### config.mk
export PLATFORM = sky130hd
export DESIGN_NAME = ssram_byte_lsu_flat
export DESIGN_NICKNAME = d
export VERILOG_FILES = /design/src/rtl/ssram_byte_lsu_if.sv /design/src/rtl/ssram_byte_lsu.sv /design/src/flat_wrapper.sv
export SDC_FILE = /design/constraint.sdc
export NUM_CORES = 1
export LEC_CHECK = 0
export CORE_MARGIN = 5
export CORE_UTILIZATION = 30
export CTS_BUF_LIST = sky130_fd_sc_hd__clkbuf_16
export CTS_CLUSTER_SIZE = 40
export DETAILED_ROUTE_END_ITERATION = 12
export GPL_TIMING_DRIVEN = 0
export PLACE_DENSITY = 0.62
export SLEW_MARGIN = 20
export SYNTH_ARGS = -nofsm -noshare
export SYNTH_HDL_FRONTEND = slang
export SYNTH_SLANG_ARGS = --single-unit
### constraint.sdc
create_clock -name CLK -period 1.8 [get_ports CLK]
set_input_delay 0.27 -clock CLK [delete_from_list [all_inputs] [get_ports CLK]]
set_output_delay 0.27 -clock CLK [all_outputs]
set_load 0.02 [all_outputs]
### src/rtl/ssram_byte_lsu_if.sv
// Request/response handshake and byte-wide SRAM port of the ssram_byte_lsu sequencer.
// The slave modport is the sequencer; master is its requester plus the SRAM.
interface ssram_byte_lsu_if #(parameter int AW = 9);
  logic          req_valid;
  logic          req_ready;
  logic          req_we;
  logic [1:0]    req_size;
  logic          req_signed;
  logic [AW-1:0] req_addr;
  logic [31:0]   req_wdata;
  logic          rsp_valid;
  logic          rsp_err;
  logic [31:0]   rsp_rdata;
  logic          sram_cen;
  logic          sram_gwen;
  logic [AW-1:0] sram_a;
  logic [7:0]    sram_d;
  logic [7:0]    sram_q;

  modport slave (
    input  req_valid, req_we, req_size, req_signed, req_addr, req_wdata, sram_q,
    output req_ready, rsp_valid, rsp_err, rsp_rdata, sram_cen, sram_gwen, sram_a, sram_d
  );

  modport master (
    output req_valid, req_we, req_size, req_signed, req_addr, req_wdata, sram_q,
    input  req_ready, rsp_valid, rsp_err, rsp_rdata, sram_cen, sram_gwen, sram_a, sram_d
  );
endinterface

### src/rtl/ssram_byte_lsu.sv
// Byte/half/word load-store sequencer in front of a byte-wide single-port SRAM.
// Splits each request into little-endian byte accesses, bounds-checks it and returns one response pulse.
module ssram_byte_lsu #(
  parameter int AW = 9
) (
  input logic             CLK,
  input logic             RSTN,
  ssram_byte_lsu_if.slave bus
);

  typedef enum logic [1:0] {
    S_IDLE  = 2'd0,
    S_ISSUE = 2'd1,
    S_DRAIN = 2'd2,
    S_RESP  = 2'd3
  } state_e;

  state_e        state_q, state_d;
  logic          we_q, we_d;
  logic [1:0]    size_q, size_d;
  logic          sgn_q, sgn_d;
  logic [AW-1:0] addr_q, addr_d;
  logic [31:0]   wdata_q, wdata_d;
  logic [1:0]    issue_q, issue_d;
  logic [1:0]    last_q, last_d;
  logic [1:0]    cap_q, cap_d;
  logic          pend_q, pend_d;
  logic [31:0]   rbuf_q, rbuf_d;
  logic          ready_q, ready_d;
  logic          rsp_valid_q, rsp_valid_d;
  logic          rsp_err_q, rsp_err_d;
  logic [31:0]   rsp_rdata_q, rsp_rdata_d;
  logic          cen_q, cen_d;
  logic          gwen_q, gwen_d;
  logic [AW-1:0] a_q, a_d;
  logic [7:0]    d_q, d_d;

  logic [31:0]   rmerge_s;
  logic [1:0]    nlast_s;
  logic [AW:0]   end_addr_s;
  logic          req_err_s;
  logic [1:0]    issue_nx_s;

  function automatic logic [7:0] byte_sel(input logic [31:0] w, input logic [1:0] lane);
    case (lane)
      2'd0:    byte_sel = w[7:0];
      2'd1:    byte_sel = w[15:8];
      2'd2:    byte_sel = w[23:16];
      2'd3:    byte_sel = w[31:24];
      default: byte_sel = 8'd0;
    endcase
  endfunction

  function automatic logic [31:0] byte_put(input logic [31:0] w, input logic [1:0] lane,
                                           input logic [7:0] b);
    logic [31:0] r;
    r = w;
    case (lane)
      2'd0:    r[7:0]   = b;
      2'd1:    r[15:8]  = b;
      2'd2:    r[23:16] = b;
      2'd3:    r[31:24] = b;
      default: r = w;
    endcase
    return r;
  endfunction

  function automatic logic [31:0] extend(input logic [31:0] r, input logic [1:0] size,
                                         input logic sgn);
    case (size)
      2'd0:    extend = sgn ? {{24{r[7]}}, r[7:0]}   : {24'd0, r[7:0]};
      2'd1:    extend = sgn ? {{16{r[15]}}, r[15:0]} : {16'd0, r[15:0]};
      default: extend = r;
    endcase
  endfunction

  // Next-state, request capture, load-byte capture and registered output values.
  always_comb begin
    state_d     = state_q;
    we_d        = we_q;
    size_d      = size_q;
    sgn_d       = sgn_q;
    addr_d      = addr_q;
    wdata_d     = wdata_q;
    issue_d     = issue_q;
    last_d      = last_q;
    ready_d     = 1'b0;
    rsp_valid_d = 1'b0;
    rsp_err_d   = 1'b0;
    rsp_rdata_d = 32'd0;
    cen_d       = 1'b0;
    gwen_d      = 1'b1;
    a_d         = '0;
    d_d         = 8'd0;
    issue_nx_s  = issue_q + 2'd1;

    // A read on the bus this cycle returns its byte in the next cycle.
    pend_d   = cen_q & gwen_q;
    rmerge_s = pend_q ? byte_put(rbuf_q, cap_q, bus.sram_q) : rbuf_q;
    rbuf_d   = rmerge_s;
    cap_d    = pend_q ? (cap_q + 2'd1) : cap_q;

    case (bus.req_size)
      2'd0:    nlast_s = 2'd0;
      2'd1:    nlast_s = 2'd1;
      default: nlast_s = 2'd3;
    endcase
    end_addr_s = {1'b0, bus.req_addr} + {{(AW-1){1'b0}}, nlast_s};
    req_err_s  = (bus.req_size == 2'd3) || end_addr_s[AW];

    case (state_q)
      S_IDLE: begin
        if (bus.req_valid && ready_q) begin
          we_d    = bus.req_we;
          size_d  = bus.req_size;
          sgn_d   = bus.req_signed;
          addr_d  = bus.req_addr;
          wdata_d = bus.req_wdata;
          last_d  = nlast_s;
          issue_d = 2'd0;
          cap_d   = 2'd0;
          rbuf_d  = 32'd0;
          if (req_err_s) begin
            state_d     = S_RESP;
            rsp_valid_d = 1'b1;
            rsp_err_d   = 1'b1;
          end else begin
            state_d = S_ISSUE;
            cen_d   = 1'b1;
            gwen_d  = ~bus.req_we;
            a_d     = bus.req_addr;
            d_d     = bus.req_we ? bus.req_wdata[7:0] : 8'd0;
          end
        end else begin
          ready_d = 1'b1;
        end
      end
      S_ISSUE: begin
        if (issue_q == last_q) begin
          if (we_q) begin
            state_d     = S_RESP;
            rsp_valid_d = 1'b1;
          end else begin
            state_d = S_DRAIN;
          end
        end else begin
          issue_d = issue_nx_s;
          cen_d   = 1'b1;
          gwen_d  = ~we_q;
          a_d     = addr_q + {{(AW-2){1'b0}}, issue_nx_s};
          d_d     = we_q ? byte_sel(wdata_q, issue_nx_s) : 8'd0;
        end
      end
      S_DRAIN: begin
        state_d     = S_RESP;
        rsp_valid_d = 1'b1;
        rsp_rdata_d = extend(rmerge_s, size_q, sgn_q);
      end
      S_RESP: begin
        state_d = S_IDLE;
        ready_d = 1'b1;
      end
      default: begin
        state_d = S_IDLE;
      end
    endcase
  end

  // State and output registers; reset aborts any sequence and idles the SRAM port at once.
  always_ff @(posedge CLK or negedge RSTN) begin
    if (!RSTN) begin
      state_q     <= S_IDLE;
      we_q        <= 1'b0;
      size_q      <= 2'd0;
      sgn_q       <= 1'b0;
      addr_q      <= '0;
      wdata_q     <= 32'd0;
      issue_q     <= 2'd0;
      last_q      <= 2'd0;
      cap_q       <= 2'd0;
      pend_q      <= 1'b0;
      rbuf_q      <= 32'd0;
      ready_q     <= 1'b0;
      rsp_valid_q <= 1'b0;
      rsp_err_q   <= 1'b0;
      rsp_rdata_q <= 32'd0;
      cen_q       <= 1'b0;
      gwen_q      <= 1'b1;
      a_q         <= '0;
      d_q         <= 8'd0;
    end else begin
      state_q     <= state_d;
      we_q        <= we_d;
      size_q      <= size_d;
      sgn_q       <= sgn_d;
      addr_q      <= addr_d;
      wdata_q     <= wdata_d;
      issue_q     <= issue_d;
      last_q      <= last_d;
      cap_q       <= cap_d;
      pend_q      <= pend_d;
      rbuf_q      <= rbuf_d;
      ready_q     <= ready_d;
      rsp_valid_q <= rsp_valid_d;
      rsp_err_q   <= rsp_err_d;
      rsp_rdata_q <= rsp_rdata_d;
      cen_q       <= cen_d;
      gwen_q      <= gwen_d;
      a_q         <= a_d;
      d_q         <= d_d;
    end
  end

  assign bus.req_ready = ready_q;
  assign bus.rsp_valid = rsp_valid_q;
  assign bus.rsp_err   = rsp_err_q;
  assign bus.rsp_rdata = rsp_rdata_q;
  assign bus.sram_cen  = cen_q;
  assign bus.sram_gwen = gwen_q;
  assign bus.sram_a    = a_q;
  assign bus.sram_d    = d_q;

endmodule
### src/flat_wrapper.sv
// flat-port wrapper written by rule: the top's interface ports become plain ports
module ssram_byte_lsu_flat 
#(
  parameter int AW = 9
)
  (CLK, RSTN, bus_req_valid, bus_req_we, bus_req_size, bus_req_signed, bus_req_addr, bus_req_wdata, bus_sram_q, bus_req_ready, bus_rsp_valid, bus_rsp_err, bus_rsp_rdata, bus_sram_cen, bus_sram_gwen, bus_sram_a, bus_sram_d);
  ssram_byte_lsu_if #(.AW(AW)) bus_i ();
  input logic CLK;
  input logic RSTN;
  input wire logic [$bits(bus_i.req_valid)-1:0] bus_req_valid;
  input wire logic [$bits(bus_i.req_we)-1:0] bus_req_we;
  input wire logic [$bits(bus_i.req_size)-1:0] bus_req_size;
  input wire logic [$bits(bus_i.req_signed)-1:0] bus_req_signed;
  input wire logic [$bits(bus_i.req_addr)-1:0] bus_req_addr;
  input wire logic [$bits(bus_i.req_wdata)-1:0] bus_req_wdata;
  input wire logic [$bits(bus_i.sram_q)-1:0] bus_sram_q;
  output wire logic [$bits(bus_i.req_ready)-1:0] bus_req_ready;
  output wire logic [$bits(bus_i.rsp_valid)-1:0] bus_rsp_valid;
  output wire logic [$bits(bus_i.rsp_err)-1:0] bus_rsp_err;
  output wire logic [$bits(bus_i.rsp_rdata)-1:0] bus_rsp_rdata;
  output wire logic [$bits(bus_i.sram_cen)-1:0] bus_sram_cen;
  output wire logic [$bits(bus_i.sram_gwen)-1:0] bus_sram_gwen;
  output wire logic [$bits(bus_i.sram_a)-1:0] bus_sram_a;
  output wire logic [$bits(bus_i.sram_d)-1:0] bus_sram_d;
  assign bus_i.req_valid = bus_req_valid;
  assign bus_i.req_we = bus_req_we;
  assign bus_i.req_size = bus_req_size;
  assign bus_i.req_signed = bus_req_signed;
  assign bus_i.req_addr = bus_req_addr;
  assign bus_i.req_wdata = bus_req_wdata;
  assign bus_i.sram_q = bus_sram_q;
  assign bus_req_ready = bus_i.req_ready;
  assign bus_rsp_valid = bus_i.rsp_valid;
  assign bus_rsp_err = bus_i.rsp_err;
  assign bus_rsp_rdata = bus_i.rsp_rdata;
  assign bus_sram_cen = bus_i.sram_cen;
  assign bus_sram_gwen = bus_i.sram_gwen;
  assign bus_sram_a = bus_i.sram_a;
  assign bus_sram_d = bus_i.sram_d;
  ssram_byte_lsu #(.AW(AW)) u_core (.CLK(CLK), .RSTN(RSTN), .bus(bus_i));
endmodule
==> impl_metrics.env <==
export IMPL_status="complete, no violations"
export IMPL_p_clk_share_pct=29.4
export IMPL_drv_cap=0
export IMPL_nFillCells=1898
export IMPL_vdd_drop_max_uv=811.5
export IMPL_avgSynthCellArea_um2=10.77
export IMPL_die_h_um=150.9
export IMPL_fmax_mhz=580.8
export IMPL_fp_coreArea_mm2=0.01953
export IMPL_clock_latency_ps=420
export IMPL_p_leak_nw=4.004
export IMPL_yosysMostFrequentCell="nand2_1"
export IMPL_final_util_pct=42.32
export IMPL_drt_iter0_drc=221
export IMPL_synth_seq_cells=140
export IMPL_diodes=0
export IMPL_worstSetupPathType="reg -> reg"
export IMPL_clkTransAtPathRegs_ps=60
export IMPL_drt_met1_wl_um=7025
export IMPL_via_per_inst=4.556
export IMPL_synthesis_nets=625
export IMPL_drc=0
export IMPL_firstDrtPassIters=7
export IMPL_critPathLaunchType="flop"
export IMPL_power_density_mw_per_mm2=1663
export IMPL_layout_drive_gt1_share_pct=13.36
export IMPL_ys_flop_type="dfrtp_1"
export IMPL_swShare_pct=33.26
export IMPL_routed_wl_met2_um=7023
export IMPL_dieArea_mm2=0.02278
export IMPL_placedCellCount=927
export IMPL_combPwrFrac_pct=34.8
export IMPL_synth_area_mm2=0.005958
export IMPL_dieWidth_um=150.9
export IMPL_holdWs_ps=266.9
export IMPL_fin_nets=756
export IMPL_fin_cells=961
export IMPL_maxSlewHeadroom_pct=59.42
export IMPL_detail_route_wl_per_cell_um=15.68
export IMPL_gp_congestion=0.7861
export IMPL_start_util_pct=30.51
export IMPL_grt_start_max_net_pins=81
export IMPL_placementRows=51
export IMPL_grt_pass1_vias=4438
export IMPL_fin_crit_ps=1722
export IMPL_synthCells=553
export IMPL_wl_met3_um=868
export IMPL_seq_area_frac_synth_pct=58.82
export IMPL_async_reset_ff_share_pct=100.0
export IMPL_synthTopCellsByCount="nand2_1 (151), dfrtp_1 (139), nor2_1 (50)"
export IMPL_dpl_hpwl_um=10480
export IMPL_grt_pass1_wl_um=24110
export IMPL_dr_total_vias=4378
export IMPL_grt_usage_pct=13.81
export IMPL_worstPathRequired_ps=2090
export IMPL_p_int_mw=9.175
export IMPL_period_share_pct=95.65
export IMPL_finClkSkew_ps=7.062
export IMPL_ios=110
export IMPL_slew_viol_final=0
export IMPL_tns_ps=0
export IMPL_setup_viol=0
export IMPL_yosysTopAreaCell="dfrtp_1"
export IMPL_portBuffers=108
export IMPL_root_buffer="clkbuf_16"
export IMPL_wirelength_um=15070
export IMPL_cts_sinks=140
export IMPL_drt_antenna_violating_nets=0
export IMPL_crit_path_max_fanout=4
export IMPL_yosysTopAreaCellShare_pct=58.38
export IMPL_hold_viol=0
export IMPL_overflow=0
export IMPL_synth_cell_types=50
export IMPL_antenna_found_initial=0
export IMPL_worstPathArrival_ps=2020
export IMPL_area_growth_pct=38.70
export IMPL_total_power_mw=13.75
export IMPL_cts_buffers=17
export IMPL_p_switching_mw=4.572
export IMPL_cts_tree="built"
export IMPL_rsz0062_at_grt="true"
export IMPL_crit_path_end_kind="flop"
export IMPL_synth_edff_count=0
export IMPL_tightestPinTransition_ps=606.4
export IMPL_seq_power_share_pct=35.9
export IMPL_synth_warning_count=0
export IMPL_highest_layer="met4"
export IMPL_cts_max_level=4
export IMPL_clock_path_buffers=2
export IMPL_yosys_top_cells_area="dfrtp_1 (58%), nand2_1 (9.5%), mux2i_1 (5.4%)"
export IMPL_hp_class="in -> reg"
## path summary, 6_finish.rpt
kind | start | slack [ps] | cells after the start | to
max reg2reg | u_core.issue_q[1] | 80 | 7 | u_core.bus.sram_a[8]
min | bus_req_size[1] | 270 | 3 | u_core.last_q[0]
max | u_core.issue_q[1] | 80 | 7 | u_core.bus.sram_a[8]
min reg2reg | u_core.wdata_q[4] | 470 | 2 | u_core.wdata_q[4]
min in group asynchronous | RSTN | 390 | 2 | u_core.bus.rsp_rdata[13]
max in group asynchronous | RSTN | 650 | 3 | u_core.bus.sram_gwen
## cell families (layout without fill, tap and decap cells)
group | after synthesis | in the layout | synth area share [%]
multiplexers | 33 | 33 | 5.628
XOR/XNOR | 10 | 10 | 1.470
adder cells (fa/ha/maj) | 16 | 16 | 3.486
AO/OA/AOI/OAI | 79 | 79 | 10.69
flip-flops | 140 | 140 | 58.82
buffers and inverters | 40 | 183 | 3.255
AND/OR/NAND/NOR | 235 | 235 | 16.65
## layout make-up
| type | instances | area (µm²) | share of cell area (%) |
|---|---|---|---|
| sequential | 140 | 3507 | 42.44 |
| tap | 265 | 331.6 | 4.012 |
| timing repair buffer | 116 | 1185 | 14.34 |
| multi-input combinational | 373 | 2356 | 28.51 |
| buffer | 27 | 173.9 | 2.104 |
| clock inverter | 14 | 249.0 | 3.013 |
| clock buffer | 17 | 425.4 | 5.148 |
| inverter | 9 | 36.28 | 0.4391 |
## cells in the final DEF (no fill, tap or decap), types with 7 or more instances in the layout
cell type | netlist | routed
o2bb2ai_1 | 7 | 7
a32o_1 | 10 | 10
o21ai_0 | 12 | 10
mux2i_1 | 32 | 31
dfrtp_1 | 139 | 137
ha_1 | 15 | 9
a222oi_1 | 8 | 8
o21ai_2 | 10 | 10
nor2b_1 | 9 | 9
nand2_1 | 151 | 151
clkdlybuf4s50_1 | 0 | 104
o21ai_1 | 5 | 7
bufinv_16 | 0 | 7
nor2_1 | 50 | 50
buf_4 | 0 | 7
inv_1 | 9 | 7
xor2_1 | 8 | 8
clkbuf_16 | 0 | 17
o21a_1 | 9 | 9
## registers in the layout, summed over array words and instances, names as in the netlist
name,flops
u_core.bus.rsp_err,1
u_core.state_q,2
u_core.issue_q,2
u_core.bus.sram_a,9
u_core.wdata_q,32
u_core.size_q,2
u_core.sgn_q,1
u_core.last_q,2
u_core.bus.sram_cen,1
u_core.bus.sram_d,8
u_core.rbuf_q,32
u_core.bus.sram_gwen,1
u_core.cap_q,2
u_core.bus.rsp_rdata,32
u_core.bus.rsp_valid,1
u_core.pend_q,1
u_core.bus.req_ready,1
u_core.addr_q,9
u_core.we_q,1
## power by group through the flow
stage,Sequential (mW),Combinational [mW],Clock [mW]
2_1_floorplan,5.19,2.64,0
3_3_place_gp,4.93,4.48,0
3_5_place_dp,4.95,4.55,0
4_1_cts,4.90,4.67,4.12
5_1_grt,5.07,5.30,4.26
6_report,4.93,4.78,4.04
## layer usage
layer	global-route usage (%)	up-vias
li1	-	2123
met1	19.42	2120
met2	20.79	122
met3	4.039	13
met4	3.898	0
met5	0	-
## through the flow
stage                     setup WS (ps)  instance area, µm²
after floorplan                   63.96                5973
final                             78.36                8264
after global placement            -5262                7386
after CTS                         3.417                8153
after global routing             -11.71                8264
after detailed placement         -545.0                7418
## worst max-delay path: stages (launching register included)
cell       delay [ps]
dfrtp_1           430
inv_2             110
ha_4              210
fa_2              370
and3_1            170
nand3_2            80
xor2_1            150
o2bb2ai_1          80
## what timing repair did
item	CTS	global route
pin swaps	4	6
setup buffers	4	2
hold endpoints to repair	60	0
resized for setup	19	31
hold buffers	1	0
cloned	0	0
setup endpoints to repair	103	89
No activity file was read; power rests on OpenSTA's default activity.
